## src/rtl/button_debounce_pkg.sv

```systemverilog
// Shared types and timing constants for the push-button conditioning block.
package button_debounce_pkg;

  typedef enum logic [1:0] {
    REL   = 2'b00,
    CHK_P = 2'b01,
    PRS   = 2'b10,
    CHK_R = 2'b11
  } db_state_e;

  localparam int unsigned CLK_HZ    = 50_000_000;
  localparam int unsigned CYC_20MS  = CLK_HZ / 50;
  localparam int unsigned CYC_500MS = CLK_HZ / 2;
  localparam int unsigned CYC_100MS = CLK_HZ / 10;

  function automatic int unsigned cnt_width(input int unsigned a,
                                            input int unsigned b,
                                            input int unsigned c);
    int unsigned m;
    m = (a > b) ? a : b;
    m = (m > c) ? m : c;
    return $clog2(m);
  endfunction

endpackage

```

## src/rtl/button_debounce_ch.sv

```systemverilog
// Single-channel synchroniser + debounce FSM; repeat logic only when
// BUTTON_DEBOUNCE_AUTOREPEAT_EN is defined.
module button_debounce_ch
  import button_debounce_pkg::*;
#(
  parameter int unsigned DEBOUNCE_CYCLES = CYC_20MS,
  parameter int unsigned REPEAT_DELAY    = CYC_500MS,
  parameter int unsigned REPEAT_PERIOD   = CYC_100MS
) (
  input  logic clk,
  input  logic rst_n,
  input  logic i_btn,
  output logic o_db,
  output logic o_press,
  output logic o_release,
  output logic o_press_evt
);

  localparam int unsigned   CW      = cnt_width(DEBOUNCE_CYCLES, REPEAT_DELAY, REPEAT_PERIOD);
  localparam logic [CW-1:0] DB_LAST = CW'(DEBOUNCE_CYCLES - 1);

  logic          r_sync1;
  logic          r_sync2;
  db_state_e     r_state;
  logic [CW-1:0] r_cnt;
  logic          w_commit_p;
  logic          w_commit_r;
  logic          w_rpt_fire;

  assign w_commit_p = (r_state == CHK_P) && !r_sync2 && (r_cnt == DB_LAST);
  assign w_commit_r = (r_state == CHK_R) &&  r_sync2 && (r_cnt == DB_LAST);

`ifdef BUTTON_DEBOUNCE_AUTOREPEAT_EN
  localparam logic [CW-1:0] RD_LAST = CW'(REPEAT_DELAY - 1);
  localparam logic [CW-1:0] RP_LAST = CW'(REPEAT_PERIOD - 1);

  logic [CW-1:0] r_rpt;
  logic          r_rpt_first;

  assign w_rpt_fire = (r_state == PRS) && !r_sync2 &&
                      (r_rpt == (r_rpt_first ? RD_LAST : RP_LAST));

  // The first-interval flag survives a CHK_R bounce so the resumed count uses the same interval.
  always_ff @(posedge clk) begin
    if (!rst_n) begin
      r_rpt       <= '0;
      r_rpt_first <= 1'b1;
    end else if ((r_state == PRS) && !r_sync2) begin
      if (w_rpt_fire) begin
        r_rpt       <= '0;
        r_rpt_first <= 1'b0;
      end else begin
        r_rpt <= r_rpt + 1'b1;
      end
    end else begin
      r_rpt <= '0;
      if (w_commit_r) r_rpt_first <= 1'b1;
    end
  end
`else
  assign w_rpt_fire = 1'b0;
`endif

  assign o_press_evt = w_commit_p || w_rpt_fire;

  always_ff @(posedge clk) begin
    if (!rst_n) begin
      r_sync1   <= 1'b1;
      r_sync2   <= 1'b1;
      r_state   <= REL;
      r_cnt     <= '0;
      o_db      <= 1'b1;
      o_press   <= 1'b0;
      o_release <= 1'b0;
    end else begin
      r_sync1   <= i_btn;
      r_sync2   <= r_sync1;
      o_press   <= w_commit_p || w_rpt_fire;
      o_release <= w_commit_r;
      case (r_state)
        REL: begin
          if (!r_sync2) begin
            r_state <= CHK_P;
            r_cnt   <= '0;
          end
        end
        CHK_P: begin
          if (r_sync2) begin
            r_state <= REL;
            r_cnt   <= '0;
          end else if (r_cnt == DB_LAST) begin
            r_state <= PRS;
            r_cnt   <= '0;
            o_db    <= 1'b0;
          end else begin
            r_cnt <= r_cnt + 1'b1;
          end
        end
        PRS: begin
          if (r_sync2) begin
            r_state <= CHK_R;
            r_cnt   <= '0;
          end
        end
        CHK_R: begin
          if (!r_sync2) begin
            r_state <= PRS;
            r_cnt   <= '0;
          end else if (r_cnt == DB_LAST) begin
            r_state <= REL;
            r_cnt   <= '0;
            o_db    <= 1'b1;
          end else begin
            r_cnt <= r_cnt + 1'b1;
          end
        end
        default: begin
          r_state <= REL;
          r_cnt   <= '0;
        end
      endcase
    end
  end

endmodule

```

## src/rtl/button_debounce.sv

```systemverilog
// N-channel button debouncer with last-pressed latch. Optional auto-repeat:
// define BUTTON_DEBOUNCE_AUTOREPEAT_EN.
module button_debounce
  import button_debounce_pkg::*;
#(
  parameter int unsigned N_BTN           = 4,
  parameter int unsigned DEBOUNCE_CYCLES = CYC_20MS,
  parameter int unsigned REPEAT_DELAY    = CYC_500MS,
  parameter int unsigned REPEAT_PERIOD   = CYC_100MS
) (
  input  logic             clk,
  input  logic             rst_n,
  input  logic [N_BTN-1:0] buttons,
  output logic [N_BTN-1:0] btn_db,
  output logic [N_BTN-1:0] press_pulse,
  output logic [N_BTN-1:0] release_pulse,
  output logic [N_BTN-1:0] last_btn
);

  logic [N_BTN-1:0] w_press_evt;
  logic [N_BTN-1:0] w_lowest;
  logic [N_BTN-1:0] r_last;

  for (genvar g = 0; g < N_BTN; g++) begin : g_ch
    button_debounce_ch #(
      .DEBOUNCE_CYCLES(DEBOUNCE_CYCLES),
      .REPEAT_DELAY   (REPEAT_DELAY),
      .REPEAT_PERIOD  (REPEAT_PERIOD)
    ) u_ch (
      .clk        (clk),
      .rst_n      (rst_n),
      .i_btn      (buttons[g]),
      .o_db       (btn_db[g]),
      .o_press    (press_pulse[g]),
      .o_release  (release_pulse[g]),
      .o_press_evt(w_press_evt[g])
    );
  end

  // Isolating the lowest set bit gives lowest-index priority on simultaneous commits.
  assign w_lowest = w_press_evt & (~w_press_evt + 1'b1);

  always_ff @(posedge clk) begin
    if (!rst_n) begin
      r_last <= '1;
    end else if (|w_press_evt) begin
      r_last <= ~w_lowest;
    end
  end

  assign last_btn = r_last;

endmodule

```

## config.mk

```make
export PLATFORM = sky130hd
export DESIGN_NAME = button_debounce
export DESIGN_NICKNAME = d
export VERILOG_FILES = /design/src/rtl/button_debounce_pkg.sv /design/src/rtl/button_debounce_ch.sv /design/src/rtl/button_debounce.sv
export SDC_FILE = /design/constraint.sdc
export NUM_CORES = 1
export LEC_CHECK = 0
export BUFFER_PORTS_ARGS = -buffer_cell sky130_fd_sc_hd__buf_2
export CORE_ASPECT_RATIO = 2
export CORE_MARGIN = 5
export CORE_UTILIZATION = 40
export DETAILED_ROUTE_END_ITERATION = 7
export PLACE_DENSITY_LB_ADDON = 0.12
export SYNTH_ARGS = -nofsm -noshare
export SYNTH_HDL_FRONTEND = slang
export SYNTH_SLANG_ARGS = --single-unit
```

## constraint.sdc

```tcl
create_clock -name clk -period 2.8 [get_ports clk]
set_clock_uncertainty 0.1 [all_clocks]
set_input_delay 0.7 -clock clk [delete_from_list [all_inputs] [get_ports clk]]
set_output_delay 0.7 -clock clk [all_outputs]
set_load 0.03 [all_outputs]
```

==> reports/results.txt, run 1 <==
biggest area consumer among synthesized cells: dfxtp_1
Clock Sinks: 132
Final setup viols: 0
Seq/Total Area, Yosys: 39.86%
layout cells sized above 1: 11.03%
status: complete, no violations
global router's overall resource usage: 18.02%
VDD IR-drop max: 0.3444 mV
Placer Congestion: 0.9371
post-cts gate resize count: 0
later-pin clock latency in the skew report: 420 ps
ys flop type: dfxtp_1
number of synthesized register bits: 132
type of destination of the critical path: register
max-slew headroom at the worst pin: 56.57%
Post-Synthesis Cells: 823
Core Rows: 66
Residual DRC: 0
crit-path max FO: 13
largest net degree at the start of global routing: 35
Die ar.: 19,400 um2
starting density of the core: 40.75%
vias in the first global route: 6,029
Remaining Overflow, GRT: 0
RSZ-0062 raised after global routing: no
FFs w/ async S/R, synth: 0%
Layout area overhead: 13.06%
WL final: 17,040 um
post-synthesis cell type count: 61
cell area power density: 560.1 nW/um2
global-route wire length before repair: 28,480 um
setup TNS: 0 ps
H-Tree Depth: 4
max-cap viol count: 0
Min Hold Slack: 306.8 ps
drt pass-1 iters: 4
worst setup margin: 424.0 ps
Period minus WS final: 2376 ps
Fill cells: 1,608
initial drt markers: 263
Fmax: 420.9 MHz
critical path class: register to register
DIE WIDTH: 101.0 um
CORE AREA: 16,270 um2
DP Worst Slack: 433.0 ps
clock-pin slew on the worst setup and hold paths: 60 ps
Critical Path RT: 3000 ps
DPL Wire Length: 12,540 um
Layout Utilization: 46.07%
Mapped Area: 6629 um2
FF/Latch Area: 2643 um2
Area contributors post-synth: dfxtp_1 (40%), nand2_1 (5.4%), nand3_1 (4.7%)
initial antenna violation count: 0
Synth top cells by count: dfxtp_1 (132), nand2_1 (96), nand3_1 (62)
Routed WL per cell: 16.14 um
Yosys warning count: 0
Startpoint Class: register
number of CTS-inserted buffers: 17
CTS root buf: clkbuf_16
Final Hold Viols: 0
Via density: 5.787
IO buf count: 21
num ports: 22
Die Height: 192.1 um
Leakage Power: 2.589 nW
total number of vias: 6,111
Slew Limit Fails: 0
measured slew at the worst slew-check pin: 645.4 ps
TritonCTS clock tree: built
post-synthesis net count: 833
hold_buf cts: 0
top-count cell post-synth: dfxtp_1
NumNets Final: 849
top-area cell type share of the netlist area: 39.86%
Avg Inst Size Synth: 8.055 um2
antenna viol nets, final: 0
Worst Path Arrival: 2580 ps
Final Cycle Share: 84.86%
Hold Path Class: register to register
area occupied by multi-input gates: 3655 um2
Inserted Diodes: 0
# Post-CTS Setup Buffers: 0
Max clock buf depth: 2
number of synthesized flops with an enable pin: 0
power breakdown:
| part | switching (mW) | total [mW] | internal (mW) |
|---|---|---|---|
| registers | 0.0111 | 1.90 | 1.89 |
| clock network | 0.846 | 2.18 | 1.33 |
| logic | 0.0824 | 0.121 | 0.0383 |
layer usage:
layer	share of wire, %	track usage, %	vias to the layer above
met5	0	0	-
met4	3.3	8.397	0
met3	2.7	3.235	36
met2	53	33.39	113
met1	41	19.25	2890
li1	-	-	3072
final cells by class:
type                            count  share of cell area (%)
Multi-Input combinational cell    621                   48.76
Sequential cell                   132                   35.26
Clock buffer                       19                   5.910
Timing Repair Buffer               44                   3.706
Tap cell                          204                   3.406
Clock inverter                     13                   1.803
Inverter                           23                   1.152
placed cells by master (no fill, tap or decap), types with 22 or more instances in the layout:
master   count
a21oi_1     46
a31oi_1     42
buf_4       23
dfxtp_1    132
inv_1       22
nand2_1     96
nand3_1     62
nand4_1     33
nor2_1      59
nor3_1      23
o21ai_0     39
flip-flops by register name, summed over array words and instances (netlist names), named ones only:
register             count
g_ch.u_ch.r_cnt        100
g_ch.u_ch.o_db           4
g_ch.u_ch.r_sync1        4
last_btn                 4
g_ch.u_ch.r_state        4
g_ch.u_ch.r_sync2        4
g_ch.u_ch.o_press        4
g_ch.u_ch.o_release      4
critical path, cell delays in order (launching register included):
cell     delay [ps]
dfxtp_1         370
ha_1            270
nand2_1         100
or4_4           500
o211a_1         360
buf_4           240
a221o_1         320
final timing paths:
check / start / to / slack, ps / cells after the start
worst max-delay path: g_ch[1].u_ch.r_cnt[0] / g_ch[1].u_ch.r_cnt[21] / 420 / 6
worst min-delay path: g_ch[1].u_ch.r_sync1 / g_ch[1].u_ch.r_sync2 / 310 / 1
worst max register to register: g_ch[1].u_ch.r_cnt[0] / g_ch[1].u_ch.r_cnt[21] / 420 / 6
worst min register to register: g_ch[1].u_ch.r_sync1 / g_ch[1].u_ch.r_sync2 / 310 / 1
logic make-up after synthesis:
group	after synthesis	share of synthesized area, %
AND/OR/NAND/NOR	401	32.28
adder cells (fa/ha/maj)	4	0.7550
AO/OA/AOI/OAI	183	17.59
buffers and inverters	70	5.002
XOR/XNOR	26	3.435
flip-flops	132	39.86
multiplexers	7	1.076
stage by stage:
stage | area (um2) | power [mW] | instances
after floorplan | 6629 | 2.017 | 823
after global placement | 6917 | 2.061 | 1024
after detailed placement | 6917 | 2.063 | 1024
after CTS | 7495 | 4.250 | 1056
after global routing | 7495 | 4.344 | 1056
final | 7495 | 4.197 | 1056
No activity file was read; power rests on OpenSTA's default activity.
==> inputs of run 2 (changes only) <==
--- a/config.mk
+++ b/config.mk
@@ -5,6 +5,7 @@
 export SDC_FILE = /design/constraint.sdc
 export NUM_CORES = 1
 export LEC_CHECK = 0
+export ABC_AREA = 1
 export BUFFER_PORTS_ARGS = -buffer_cell sky130_fd_sc_hd__buf_2
 export CORE_ASPECT_RATIO = 2
 export CORE_MARGIN = 5
==> constraint.sdc (replaced) <==
create_clock -name clk -period 2.47 [get_ports clk]
set_clock_uncertainty 0.1 [all_clocks]
set_input_delay 0.6175 -clock clk [delete_from_list [all_inputs] [get_ports clk]]
set_output_delay 0.6175 -clock clk [all_outputs]
set_load 0.03 [all_outputs]
==> reports/results.txt, run 2 <==
initial antenna violation count: 0 (unchanged)
Clock Sinks: 132 (unchanged)
Max clock buf depth: 2 (unchanged)
Placer Congestion: 0.8920 (was 0.9371)
DIE WIDTH: 108.2 um (was 101.0 um)
post-synthesis net count: 1,245 (was 833)
hold path depth: 2 (was 1)
post-cts gate resize count: 0 (unchanged)
Core Rows: 72 (was 66)
IO buf count: 21 (unchanged)
RSZ-0062 raised after global routing: no (unchanged)
number of CTS-inserted buffers: 17 (unchanged)
ys flop type: dfxtp_1 (unchanged)
Reg with most FFs: g_ch.u_ch.r_cnt (unchanged)
met1 usage: 19.52% (was 19.25%)
worst reg2reg path depth: 10 (was 6)
post-synthesis cell type count: 46 (was 61)
Via density: 4.967 (was 5.787)
most frequent cells in the layout: nand2_1 (364), nor2_1 (162), inv_1 (151) (was dfxtp_1 (132), nand2_1 (96), nand3_1 (62))
Layout area overhead: 11.28% (was 13.06%)
Hold Path Class: input pin to register (was register to register)
crit-path max FO: 7 (was 13)
Area contributors post-synth: dfxtp_1 (34%), nand2_1 (18%), nor2_1 (7.9%) (was dfxtp_1 (40%), nand2_1 (5.4%), nand3_1 (4.7%))
max-slew headroom at the worst pin: 63.57% (was 56.57%)
DPL Wire Length: 16,050 um (was 12,540 um)
total number of vias: 7,535 (was 6,111)
Synth top cells by count: nand2_1 (364), nor2_1 (162), inv_1 (152) (was dfxtp_1 (132), nand2_1 (96), nand3_1 (62))
global-route wire length before repair: 35,820 um (was 28,480 um)
later-pin clock latency in the skew report: 420 ps (about the same)
number of synthesized register bits: 132 (unchanged)
FFs w/ async S/R, synth: 0% (unchanged)
top-area cell type share of the netlist area: 34.26% (was 39.86%)
Yosys warning count: 0 (unchanged)
met2 usage: 40.03% (was 33.39%)
CORE AREA: 19,190 um2 (was 16,270 um2)
biggest area consumer among synthesized cells: dfxtp_1 (unchanged)
Avg Inst Size Synth: 6.245 um2 (was 8.055 um2)
layout cells sized above 1: 10.57% (was 11.03%)
worst setup margin: 406.0 ps (was 424.0 ps)
largest net degree at the start of global routing: 39 (was 35)
placed cell areas: 7989 um2 (was 6917 um2)
Final Cycle Share: 83.56% (was 84.86%)
Remaining Overflow, GRT: 0 (unchanged)
top-count cell post-synth: nand2_1 (was dfxtp_1)
number of synthesized flops with an enable pin: 0 (unchanged)
max reg flops: 100 (unchanged)
Fill cells: 2,061 (was 1,608)
Leakage Power: 3.334 nW (was 2.589 nW)
total power: 5.173 mW (was 4.197 mW)
Mapped Area: 7712 um2 (was 6629 um2)
hold_buf cts: 0 (unchanged)
Post-Synthesis Cells: 1,235 (was 823)
critical path class: register to register (unchanged)
drt pass-1 iters: 5 (was 4)
status: complete, no violations (unchanged)
Fmax: 484.5 MHz (was 420.9 MHz)
vias in the first global route: 7,680 (was 6,029)
VDD IR-drop max: 0.3144 mV (was 0.3444 mV)
starting density of the core: 40.19% (was 40.75%)
CTS root buf: clkbuf_16 (unchanged)
Routed WL per cell: 14.02 um (was 16.14 um)
Worst Path Arrival: 2260 ps (was 2580 ps)
H-Tree Depth: 4 (unchanged)
Die Height: 206.4 um (was 192.1 um)
antenna viol nets, final: 0 (unchanged)
Inserted Diodes: 0 (unchanged)
type of destination of the critical path: register (unchanged)
initial drt markers: 276 (was 263)
setup TNS: 0 ps (unchanged)
TritonCTS clock tree: built (unchanged)
Residual DRC: 0 (unchanged)
max-cap viol count: 0 (unchanged)
Startpoint Class: register (unchanged)
cell area power density: 602.7 nW/um2 (was 560.1 nW/um2)
WL final: 21,270 um (was 17,040 um)
NumNets Final: 1,256 (was 849)
met3 GRT Util: 2.782% (was 3.235%)
measured slew at the worst slew-check pin: 545.8 ps (was 645.4 ps)
global router's overall resource usage: 20.14% (was 18.02%)
Critical Path RT: 2670 ps (was 3000 ps)
Die ar.: 22,330 um2 (was 19,400 um2)
most common cell after layout, fill and taps aside: nand2_1 (was dfxtp_1)
Seq/Total Area, Yosys: 34.26% (was 39.86%)
num ports: 22 (unchanged)
fin area: 8582 um2 (was 7495 um2)
Final setup viols: 0 (unchanged)
# Post-CTS Setup Buffers: 0 (unchanged)
Final Hold Viols: 0 (unchanged)
clock-pin slew on the worst setup and hold paths: 60 ps (about the same)
Period minus WS final: 2064 ps (was 2376 ps)
GR peak layer: met2 (unchanged)
DP Worst Slack: 386.7 ps (was 433.0 ps)
Slew Limit Fails: 0 (unchanged)
-- run 2: worst max-delay path, stage by stage, from the launching register on --
cell and delay (ps):
dfxtp_1 370, ha_1 200, nand2_1 110, nor2_1 100, nand2_1 100, nor2_1 240
nand3_2 160, nand2_4 140, nand2_2 80, nand2_1 250, nor3_1 80
-- run 2: final cells by class --
type	instances	area [um2]	share of cell area (%)
timing repair buffer	31	192.7	2.245
multi-input combinational	896	4197	48.90
inverter	168	633.1	7.377
clock buffer	22	464.2	5.409
tap	259	324.1	3.776
sequential	132	2643	30.79
clock inverter	9	128.9	1.502
-- run 2: cells by family after synthesis --
family                     count (synthesis)  share of synthesized area (%)
xor gates and xnor gates                   6                         0.6814
AOI/OAI and AO/OA                        150                          10.64
adders and majority gates                  4                         0.6490
and+or+nand+nor                          736                          42.44
DFF                                      132                          34.26
buffers and inverters                    207                          11.32
-- run 2: metrics by stage --
step | utilization (%) | hold slack, ps | instances
floorplan | - | 292.5 | 1235
detailed placement | 41.63 | 297.3 | 1486
CTS | 44.72 | 264.1 | 1517
global placement | 41.63 | 294.1 | 1486
global route | 44.72 | 266.6 | 1517
finish | 44.72 | 280.2 | 1517
-- run 2: where the power goes --
part	total [mW]	internal, mW	switching [mW]	leakage [nW]
Combinational	0.388	0.0937	0.295	1.98
Sequential	2.18	2.16	0.0253	1.07
Clock	2.60	1.63	0.972	0.286
Total	5.17	3.88	1.29	3.33
-- run 2: path summary, 6_finish.rpt --
| path | from | to | slack [ps] |
|---|---|---|---|
| max | g_ch[1].u_ch.r_cnt[1] | g_ch[1].u_ch.r_cnt[10] | 410 |
| min | buttons[2] | g_ch[2].u_ch.r_sync1 | 280 |
| max reg2reg | g_ch[1].u_ch.r_cnt[1] | g_ch[1].u_ch.r_cnt[10] | 410 |
| min reg2reg | g_ch[0].u_ch.r_sync1 | g_ch[0].u_ch.r_sync2 | 310 |
-- run 2: routing by layer --
layer	share of wire, %	vias to the layer above
li1	-	3946
met1	38	3417
met2	56	120
met3	2.2	52
met4	3.6	0
met5	0	-
